## src/rtl/ahb_master.sv

```systemverilog
// AHB-Lite single-transfer master: a local command port feeds a one-deep address-phase
// slot and a one-deep data-phase slot, and responses come back in command order.
module ahb_master #(
   parameter int ADDR_WIDTH = 32,
   parameter int DATA_WIDTH = 32
) (
   input  logic                  i_hclk,
   input  logic                  i_hresetn,
   input  logic                  i_cmd_valid,
   output logic                  o_cmd_ready,
   input  logic                  i_cmd_write,
   input  logic [ADDR_WIDTH-1:0] i_cmd_addr,
   input  logic [2:0]            i_cmd_size,
   input  logic [DATA_WIDTH-1:0] i_cmd_wdata,
   output logic                  o_rsp_valid,
   output logic [DATA_WIDTH-1:0] o_rsp_rdata,
   output logic                  o_rsp_error,
   output logic [ADDR_WIDTH-1:0] o_haddr,
   output logic                  o_hwrite,
   output logic [2:0]            o_hsize,
   output logic [1:0]            o_htrans,
   output logic [DATA_WIDTH-1:0] o_hwdata,
   input  logic                  i_hready,
   input  logic                  i_hresp,
   input  logic [DATA_WIDTH-1:0] i_hrdata
);

   typedef enum logic [1:0] {HT_IDLE = 2'b00, HT_NONSEQ = 2'b10} htrans_e;

   logic                  ap_vld_q, ap_vld_d, ap_bad_q, ap_bad_d;
   logic [DATA_WIDTH-1:0] ap_wdata_q, ap_wdata_d;
   logic [ADDR_WIDTH-1:0] haddr_q, haddr_d;
   logic                  hwrite_q, hwrite_d;
   logic [2:0]            hsize_q, hsize_d;
   htrans_e               htrans_q, htrans_d;
   logic [DATA_WIDTH-1:0] hwdata_q, hwdata_d;
   logic                  dp_vld_q, dp_vld_d, dp_bad_q, dp_bad_d, dp_write_q, dp_write_d;
   logic                  errhold_q, errhold_d;
   logic                  rsp_valid_q, rsp_valid_d, rsp_error_q, rsp_error_d;
   logic [DATA_WIDTH-1:0] rsp_rdata_q, rsp_rdata_d;

   logic       dp_real, accept, cmd_bad, ap_retire, dp_done, err_start;
   logic [1:0] align_mask;

   assign dp_real     = dp_vld_q & ~dp_bad_q;
   assign o_cmd_ready = i_hresetn & ~errhold_q & (~ap_vld_q | i_hready) & ~(i_hresp & dp_real);
   assign accept      = i_cmd_valid & o_cmd_ready;
   assign align_mask  = (i_cmd_size == 3'd2) ? 2'b11 : (i_cmd_size == 3'd1) ? 2'b01 : 2'b00;
   assign cmd_bad     = (i_cmd_size > 3'd2) | ((i_cmd_addr[1:0] & align_mask) != 2'b00);
   // An AP held by ERRHOLD was cancelled on the bus, so it must not slide into DP.
   assign ap_retire   = ap_vld_q & i_hready & ~errhold_q;
   assign dp_done     = dp_vld_q & i_hready;
   assign err_start   = dp_real & i_hresp & ~i_hready & ~errhold_q;

   always_comb begin
      ap_vld_d    = ap_vld_q;
      ap_bad_d    = ap_bad_q;
      ap_wdata_d  = ap_wdata_q;
      haddr_d     = haddr_q;
      hwrite_d    = hwrite_q;
      hsize_d     = hsize_q;
      hwdata_d    = hwdata_q;
      dp_vld_d    = dp_vld_q;
      dp_bad_d    = dp_bad_q;
      dp_write_d  = dp_write_q;
      errhold_d   = errhold_q;
      rsp_valid_d = dp_done;
      rsp_error_d = dp_done & (dp_bad_q | i_hresp);
      rsp_rdata_d = (dp_done & ~dp_bad_q & ~dp_write_q) ? i_hrdata : '0;

      if (dp_done) dp_vld_d = 1'b0;
      if (ap_retire) begin
         ap_vld_d   = 1'b0;
         dp_vld_d   = 1'b1;
         dp_bad_d   = ap_bad_q;
         dp_write_d = hwrite_q;
         if (!ap_bad_q) hwdata_d = hwrite_q ? ap_wdata_q : '0;
      end
      // Rejected commands ride the slots only to keep response order; the bus never sees them.
      if (accept) begin
         ap_vld_d   = 1'b1;
         ap_bad_d   = cmd_bad;
         ap_wdata_d = i_cmd_wdata;
         if (!cmd_bad) begin
            haddr_d  = i_cmd_addr;
            hwrite_d = i_cmd_write;
            hsize_d  = i_cmd_size;
         end
      end

      if (err_start)                  errhold_d = 1'b1;
      else if (errhold_q && i_hready) errhold_d = 1'b0;

      htrans_d = (ap_vld_d & ~ap_bad_d & ~errhold_d) ? HT_NONSEQ : HT_IDLE;
   end

   always_ff @(posedge i_hclk) begin
      if (!i_hresetn) begin
         ap_vld_q    <= 1'b0;
         ap_bad_q    <= 1'b0;
         ap_wdata_q  <= '0;
         haddr_q     <= '0;
         hwrite_q    <= 1'b0;
         hsize_q     <= 3'd0;
         htrans_q    <= HT_IDLE;
         hwdata_q    <= '0;
         dp_vld_q    <= 1'b0;
         dp_bad_q    <= 1'b0;
         dp_write_q  <= 1'b0;
         errhold_q   <= 1'b0;
         rsp_valid_q <= 1'b0;
         rsp_error_q <= 1'b0;
         rsp_rdata_q <= '0;
      end else begin
         ap_vld_q    <= ap_vld_d;
         ap_bad_q    <= ap_bad_d;
         ap_wdata_q  <= ap_wdata_d;
         haddr_q     <= haddr_d;
         hwrite_q    <= hwrite_d;
         hsize_q     <= hsize_d;
         htrans_q    <= htrans_d;
         hwdata_q    <= hwdata_d;
         dp_vld_q    <= dp_vld_d;
         dp_bad_q    <= dp_bad_d;
         dp_write_q  <= dp_write_d;
         errhold_q   <= errhold_d;
         rsp_valid_q <= rsp_valid_d;
         rsp_error_q <= rsp_error_d;
         rsp_rdata_q <= rsp_rdata_d;
      end
   end

   assign o_haddr     = haddr_q;
   assign o_hwrite    = hwrite_q;
   assign o_hsize     = hsize_q;
   assign o_htrans    = htrans_q;
   assign o_hwdata    = hwdata_q;
   assign o_rsp_valid = rsp_valid_q;
   assign o_rsp_rdata = rsp_rdata_q;
   assign o_rsp_error = rsp_error_q;

endmodule

```

## config.mk

```make
export PLATFORM = sky130hd
export DESIGN_NAME = ahb_master
export DESIGN_NICKNAME = d
export VERILOG_FILES = /design/src/rtl/ahb_master.sv
export SDC_FILE = /design/constraint.sdc
export NUM_CORES = 1
export LEC_CHECK = 0
export BUFFER_PORTS_ARGS = -buffer_cell sky130_fd_sc_hd__clkbuf_2
export CAP_MARGIN = 20
export CORE_UTILIZATION = 51
export DETAILED_ROUTE_END_ITERATION = 7
export HOLD_SLACK_MARGIN = 0.08
export MAX_ROUTING_LAYER = met4
export PLACE_DENSITY = 0.85
export SLEW_MARGIN = 40
export SYNTH_ARGS = -nofsm -noshare
export SYNTH_HDL_FRONTEND = slang
export SYNTH_SLANG_ARGS = --single-unit
```

## constraint.sdc

```tcl
create_clock -name i_hclk -period 2.36 [get_ports i_hclk]
set_clock_uncertainty 0.05 [all_clocks]
set_input_delay 0.354 -clock i_hclk [delete_from_list [all_inputs] [get_ports i_hclk]]
set_output_delay 0.354 -clock i_hclk [all_outputs]
set_load 0.05 [all_outputs]
```

==> impl_metrics.json <==
{
  "synth-edff-count": 0,
  "setup_tns_ns": 0,
  "dieArea_um2": 10000,
  "drive_gt1_share_pct": 32.4,
  "cp_max_fo": 3,
  "total_power_uw": 5950,
  "antenna_found_initial": 0,
  "grt_pass1_vias": 5289,
  "synth-simple-area-share_pct": 16.9,
  "syn_inst": 497,
  "yosysTopAreaCell": "dfxtp_1",
  "p_leak_uw": 0.00341,
  "die_h_um": 100,
  "io_buffers": 208,
  "ctsResizeCount": 0,
  "layout_common_cells": "207 x clkbuf_2, 141 x dfxtp_1, 98 x dlygate4sd3_1, 44 x nand2_1, 44 x o21ai_0",
  "path_class": "input pin to output port",
  "cts_tree": "yes",
  "avgSynthCellArea_um2": 9.85,
  "slew_headroom_pct": 59.0,
  "synth-xor-area-share_pct": 0,
  "max_slew.worst_pin.slew_ns": 0.615,
  "rsz0062_at_grt": "no",
  "ir_worst_vdd_mv": 0.524,
  "grt_max_degree": 51,
  "fin_area_um2": 7630,
  "postCtsHoldBufs": 98,
  "setup_viol_count_final": 0,
  "clkLatencyLatePin_ns": 0.50,
  "slew_viol_final": 0,
  "worstPathRequired_ns": 1.96,
  "layout.nets": 895,
  "final_util_pct": 82.2,
  "synth_compound_area_share_pct": 18.7,
  "fin_ws_ns": 0.143,
  "async_reset_ff_share_pct": 0,
  "detail-route-antenna-nets": 0,
  "fmax_mhz": 451,
  "ys_warn_count": 0,
  "synthTopCellsByArea": "dfxtp_1 58%, a22o_1 5.4%, a21boi_0 5.2%",
  "hold_viol_final": 0,
  "clock_path_buffers": 2,
  "ys_seq_area_share_pct": 57.6,
  "clkSlewWorstSetupHoldPaths_ns": 0.06,
  "mostFrequentLayoutCell": "clkbuf_2",
  "synthAdderAreaFrac_pct": 0,
  "status": "complete, no violations",
  "synth_top_area_share_pct": 57.6,
  "crit_arrival_ns": 1.81,
  "clkSinkCount": 141,
  "ys_ff_latch": 141,
  "period_minus_slack_ns": 2.22,
  "swShare_pct": 23.4,
  "cts-htree-levels": 4,
  "numCtsBuffers": 17,
  "ios": 210,
  "p_clk_share_pct": 48.4,
  "synth_cell_types": 35,
  "synth_top_family_by_area": "compound AO/OA/AOI/OAI gates",
  "p_switching_uw": 1390,
  "cp-start-kind": "input pin",
  "route.detailed.drc": 0,
  "dpl_cell_area_um2": 6010,
  "p_seq_share_pct": 41.6,
  "endpoint_kind": "output port",
  "core_um2": 9280,
  "intPower_uw": 4560,
  "power_density_nw_per_um2": 780,
  "grt_use_total_pct": 34.7,
  "syn-num-nets": 602,
  "grt-ovfl-total": 0,
  "rows": 35,
  "dpl_worst_slack_ns": 0.469,
  "drt-initial-drc-count": 253,
  "syn2layout_area_growth_pct": 55.8,
  "cts_root_buf": "clkbuf_8",
  "post_cts_buffers": 0,
  "grt_pass1_wl_um": 25900,
  "maxCapViolCount": 0,
  "start_util_pct": 52.7,
  "wire_per_inst_um": 17.7,
  "hp-class": "input pin to flip-flop",
  "vias_per_cell": 5.43,
  "vias": 5060,
  "combPwrFrac_pct": 10.1,
  "yosys_most_used_dff": "dfxtp_1",
  "timing.final.crit_share_pct": 94.0,
  "drt-total-wl_um": 16500,
  "die_x_um": 100,
  "routabilityCongestion": 0.731,
  "dr.pass1.iters": 5,
  "place_hpwl_um": 8460,
  "muxShareOfSynthArea_pct": 1.43,
  "synth_area_um2": 4900
}
-- synth_stat cells (2+ instances only) --
library cell,n
dfxtp_1,141
nand2_1,44
o21ai_0,44
nand3_1,35
a21boi_0,34
and2_1,33
a22o_1,30
nand4_1,29
clkbuf_1,26
o21ai_1,20
buf_2,10
mux2i_1,7
inv_1,6
buf_6,5
nor2_1,5
a21boi_1,3
buf_4,3
nor3_1,3
a21oi_1,2
and3_1,2
-- logic make-up after synthesis --
kind of cell           after synthesis
AOI/OAI and AO/OA                  138
buffers and inverters               52
DFF                                141
muxes                                7
other                                1
and+or+nand+nor                    158
-- cell type report --
type	count	area (um2)
diodes	1	2.50
multi-input cells	304	1840
clock buffers	19	432
clock inverters	12	208
well taps	129	161
inverters	6	22.5
flip-flops and latches	141	2820
repair buffers	320	2140
fillers	514	1650
-- path summary, 6_finish.rpt --
check,cells after the start,to,startpoint,slack [ns]
worst max register to register,4,o_hwdata[22]$_SDFFE_PN0P_,ap_vld_q$_SDFF_PN0_,0.55
worst min register to register,2,o_haddr[30]$_SDFFE_PN0P_,o_haddr[30]$_SDFFE_PN0P_,0.40
worst max-delay path,6,o_cmd_ready,i_hresp,0.14
worst min-delay path,3,ap_wdata_q[14]$_SDFFE_PN0P_,i_cmd_wdata[14],0.10
-- registers in the layout (all words and copies together) (netlist names), 3 cells and up --
name	count
o_hwdata	32
o_haddr	32
o_rsp_rdata	32
ap_wdata_q	32
o_hsize	3
-- stage by stage --
step / std cells / hold WS [ns]
final: 932 / 0.103
after global routing: 931 / 0.0945
after CTS: 931 / 0.0842
after detailed placement: 802 / 0.396
after global placement: 802 / 0.385
after floorplan: 497 / 0.386
-- power groups by stage --
stage	logic, uW	clock network, uW	registers, uW
after floorplan	188	0	2600
after global placement	429	0	2520
after detailed placement	441	0	2520
after CTS	573	2880	2470
after global routing	633	3030	2480
final	600	2880	2470
-- worst max-delay path, cell delays in order --
cell and delay, ns:
dlygate4sd3_1 0.54, clkbuf_2 0.14, nand2_1 0.09, o21ai_0 0.36, nor2_1 0.15, buf_12 0.18
-- per-layer routing --
metal | track usage [%] | part of all wire [%] | up-vias
li1 | - | - | 2326
met1 | 36.4 | 38 | 2394
met2 | 60.1 | 51 | 278
met3 | 8.36 | 7.3 | 62
met4 | 19.2 | 4.1 | 0
met5 | - | 0 | -
No activity file was read; power rests on OpenSTA's default activity.
